==> src/rtl/fetch_unit.sv <==
// fetch_unit: instruction-fetch sequencer sitting upstream of the PC register.
// Computes the next program count, drives the PC load enable, addresses the
// synchronous instruction memory and delivers registered instructions to
// decode. Supports free-running (start), single-step (step) and halt on HLT
// (opcode 0).
//
// Ports:
//   clk, reset         clock and asynchronous active-high reset
//   start, step        one-cycle command pulses, honoured only in IDLE
//   program_count      current PC register value
//   new_program_count  program_count + 1 (wraps), combinational
//   pc_enable          PC load enable, combinational
//   instr_addr         instruction memory address (= program_count)
//   instr_data         memory read data, valid one cycle after its address
//   instruction        registered instruction word to decode
//   instr_valid        one-cycle strobe per delivered instruction
//   halted             sticky flag set on HLT, cleared only by reset
//   cycle_count        fetch cycles (RUN/STEP_ISSUE/STEP_WAIT)
//
// Configuration macro: FETCH_CYCLE_COUNT_EN enables the cycle counter;
// when undefined cycle_count is tied to 0.

module fetch_unit #(
    parameter int LENGTH       = 11,
    parameter int INSTR_WIDTH  = 16,
    parameter int OPCODE_WIDTH = 5
) (
    input  logic                   clk,
    input  logic                   reset,
    input  logic                   start,
    input  logic                   step,
    input  logic [LENGTH-1:0]      program_count,
    output logic [LENGTH-1:0]      new_program_count,
    output logic                   pc_enable,
    output logic [LENGTH-1:0]      instr_addr,
    input  logic [INSTR_WIDTH-1:0] instr_data,
    output logic [INSTR_WIDTH-1:0] instruction,
    output logic                   instr_valid,
    output logic                   halted,
    output logic [31:0]            cycle_count
);

    typedef enum logic [2:0] {
        IDLE,
        RUN,
        STEP_ISSUE,
        STEP_WAIT,
        HALT
    } state_t;

    state_t state;

    // Set once an address has been issued, so instr_data holds a real word.
    logic data_pending;
    logic is_hlt;

    assign is_hlt            = (instr_data[INSTR_WIDTH-1 -: OPCODE_WIDTH] == '0);
    assign new_program_count = program_count + LENGTH'(1);
    assign instr_addr        = program_count;

    // In RUN the PC is frozen in the same cycle the HLT word shows up, so the
    // final PC points just past the HLT address.
    always_comb begin
        pc_enable = 1'b0;
        case (state)
            RUN:        pc_enable = !(data_pending && is_hlt);
            STEP_ISSUE: pc_enable = 1'b1;
            default:    pc_enable = 1'b0;
        endcase
    end

    // Control FSM with registered instruction/valid/halted outputs.
    always_ff @(posedge clk or posedge reset) begin
        if (reset) begin
            state        <= IDLE;
            data_pending <= 1'b0;
            instruction  <= '0;
            instr_valid  <= 1'b0;
            halted       <= 1'b0;
        end else begin
            instr_valid <= 1'b0;
            case (state)
                IDLE: begin
                    data_pending <= 1'b0;
                    if (start) begin
                        state <= RUN;
                    end else if (step) begin
                        state <= STEP_ISSUE;
                    end
                end
                RUN: begin
                    data_pending <= 1'b1;
                    if (data_pending) begin
                        if (is_hlt) begin
                            halted <= 1'b1;
                            state  <= HALT;
                        end else begin
                            instruction <= instr_data;
                            instr_valid <= 1'b1;
                        end
                    end
                end
                STEP_ISSUE: begin
                    data_pending <= 1'b1;
                    state        <= STEP_WAIT;
                end
                STEP_WAIT: begin
                    data_pending <= 1'b0;
                    if (is_hlt) begin
                        halted <= 1'b1;
                        state  <= HALT;
                    end else begin
                        instruction <= instr_data;
                        instr_valid <= 1'b1;
                        state       <= IDLE;
                    end
                end
                HALT: begin
                    data_pending <= 1'b0;
                end
                default: begin
                    data_pending <= 1'b0;
                    state        <= IDLE;
                end
            endcase
        end
    end

`ifdef FETCH_CYCLE_COUNT_EN
    // Counts only active fetch cycles; frozen in IDLE and HALT, wraps at 2^32.
    always_ff @(posedge clk or posedge reset) begin
        if (reset) begin
            cycle_count <= '0;
        end else if (state == RUN || state == STEP_ISSUE || state == STEP_WAIT) begin
            cycle_count <= cycle_count + 32'd1;
        end
    end
`else
    assign cycle_count = '0;
`endif

endmodule

==> config.mk <==
export PLATFORM = sky130hd
export DESIGN_NAME = fetch_unit
export DESIGN_NICKNAME = d
export VERILOG_FILES = /design/src/rtl/fetch_unit.sv
export SDC_FILE = /design/constraint.sdc
export NUM_CORES = 1
export LEC_CHECK = 0
export BUFFER_PORTS_ARGS = -buffer_cell sky130_fd_sc_hd__buf_2
export CORE_MARGIN = 1.5
export CORE_UTILIZATION = 40
export DETAILED_ROUTE_END_ITERATION = 6
export PLACE_DENSITY = 0.82
export RECOVER_POWER = 100
export SETUP_SLACK_MARGIN = 0.3
export SLEW_MARGIN = 20
export SYNTH_ARGS = -nofsm -noshare
export SYNTH_HDL_FRONTEND = slang
export SYNTH_SLANG_ARGS = --single-unit
==> constraint.sdc <==
create_clock -name clk -period 1.93 [get_ports clk]
set_input_delay 0.2895 -clock clk [delete_from_list [all_inputs] [get_ports clk]]
set_output_delay 0.2895 -clock clk [all_outputs]
set_load 0.03 [all_outputs]
==> results.cfg <==
[placement]
port_buffers = 71
dpl_worst_slack_ps = 143.5
gp_congestion = 0.6950
dp_cells = 235
placed_cell_area_sq_mm = 0.001593
place.detailed.hpwl_mm = 2.001

[sta]
slew_headroom_pct = 20.99
setup_viol = 0
rsz0062_at_grt = yes
tns_ps = 0
period_share_pct = 91.72
max_freq_ghz = 0.5649
skew_ps = 2.204
post-route-min-period_ps = 1770
tightest_slew_ps = 1185
final_max_slew_viol_count = 0
hold_viol = 0
worst_slack_ps = 159.9
fin_hold_ws_ps = 196.0

[setup_path]
startpoint_type = input port
cp.required_ps = 2130
setup.worst_path.class = input port to flip-flop
path_max_fanout = 13
cp.arrival_ps = 1970
crit_path_end_kind = flip-flop

[clock_network]
htreeDepth = 1
clk_pin_slew_ps = 120
cts_buffer_depth = 2
clock_latency_ps = 300
cts_num_sinks = 22
cts_tree = done
numCtsBuffers = 3
root_buffer = clkbuf_4

[cells_and_area]
area_delta_synth_final_pct = 16.46
final_common_cell = clkbuf_1
fin_cells = 244
nets = 231
multi_input_area_sq_um = 590.6
diodes = 0
num-fill-cells = 368
fin_area_sq_mm = 0.001620
final_util_pct = 48.56
seqCellArea_sq_um = 550.5
drive_above_1_share_pct = 25.76
final_cell_mix = clkbuf_1 (43), conb_1 (32), buf_2 (28)

[floorplan]
ioPinCount = 104
start_util_pct = 41.69
design.core.area_sq_mm = 0.003337
die_x_um = 61.98
die_h_um = 61.98
rows = 21
dieArea_sq_mm = 0.003841

[route]
viasPerCell = 4.139
vias = 1010
ant_nets = 0
dr.pass1.iters = 4
drt-total-wl_mm = 2.556
wire_per_inst_um = 10.48
drc = 0
drtIter0Drc = 37

[grt]
use_met1_pct = 14.45
overflow = 0
use_met3_pct = 4.555
grt_pass1_wl_mm = 3.594
grt_pass1_vias = 830
grt_max_degree = 23
use_met2_pct = 23.21
antenna_found_initial = 0
grt_use_total_pct = 12.97
busiest_layer = met2

[power]
p_per_area_mw_per_mm2 = 1481
peakVddDrop_mv = 1.084
leakage_nw = 0.7872
finalPower_mw = 2.400

[synthesis]
syn_area_sq_mm = 0.001391
yosysWarningCount = 0
synthCells = 129
synth_area_per_cell_sq_um = 10.79
ys_types = 24
seq_area_frac_synth_pct = 39.57
synth_seq_cells = 22

[job]
cap_violations = 0

[status]
outcome = complete, no violations

[hold_path]
holdCritPathClass = input port to flip-flop
-- final cells by class --
type	instances	area share, %
clock buffers	4	2.239
inverters	4	1.081
multi-input cells	90	36.45
flip-flops and latches	22	33.98
well taps	46	3.552
repair buffers	78	22.70
-- metal layers --
| layer | share of wire [%] | wire (um) |
|---|---|---|
| met1 | 41 | 1051 |
| met2 | 51 | 1294 |
| met3 | 7.8 | 200 |
| met4 | 0.35 | 9 |
| met5 | 0 | 0 |
-- cell families after synthesis --
group	after synthesis	share of synthesized area, %
and+or+nand+nor	25	9.172
adders and majority gates	1	0.8991
AOI/OAI and AO/OA	10	5.577
xor gates and xnor gates	9	5.666
other	1	0.2695
buffers and inverters	48	25.90
DFF	22	39.57
muxes	13	12.95
-- final timing paths --
| check | slack, ps | startpoint | depth (start not counted) | endpoint |
|---|---|---|---|---|
| hold reg to reg | 480 | halted | 1 | halted |
| hold / removal | 200 | instr_data[13] | 2 | instruction[13] |
| setup reg to reg | 320 | state[0] | 4 | instruction[6] |
| min in group asynchronous | 890 | reset | 4 | instruction[2] |
| setup / recovery | 160 | instr_data[12] | 6 | instruction[6] |
| max in group asynchronous | 340 | reset | 4 | state[1] |
-- registers in the layout, indices dropped and copies added (netlist names) --
| name | flops |
|---|---|
| data_pending | 1 |
| state | 3 |
| halted | 1 |
| instr_valid | 1 |
| instruction | 16 |
-- cell usage after synthesis --
master	n	area [sq um]
a21oi_1	4	20.02
mux2_4	9	135.1
a21o_1	1	7.510
xnor2_1	6	52.55
o21bai_1	1	7.510
nand2_1	7	26.28
mux2_2	4	45.04
conb_1	1	3.750
or4_4	1	11.26
buf_12	1	20.02
buf_4	43	322.8
inv_4	1	6.260
inv_1	3	11.26
dfrtp_1	22	550.5
and3_1	1	6.260
nor3b_2	1	12.51
o21ai_4	1	16.27
ha_1	1	12.51
xor2_1	3	26.28
nand3_1	5	25.02
a22o_1	3	26.28
nor2_1	6	22.52
nand2b_1	3	18.77
nor3_1	1	5.000
-- report_power, final --
group	total, mW	switching [mW]	internal (mW)	leakage [nW]
registers	0.816	0.133	0.683	0.263
logic	1.34	0.901	0.436	0.503
clock network	0.248	0.133	0.115	0.0210
total	2.40	1.17	1.23	0.787
-- worst max-delay path, stage by stage --
cell and delay, ps:
buf_6 90, or4_4 530, clkbuf_4 150, o21ai_1 380, inv_4 170, mux2_1 350
-- what timing repair did --
| action | CTS | global route |
|---|---|---|
| pin swaps | 4 | 6 |
| endpoints found under the setup margin | 3 | 6 |
| hold buffers | 1 | 0 |
| endpoints found under the hold margin | 10 | 0 |
| gates resized for setup | 7 | 7 |
| setup buffers | 2 | 2 |
(Power assumes the default switching activity.)
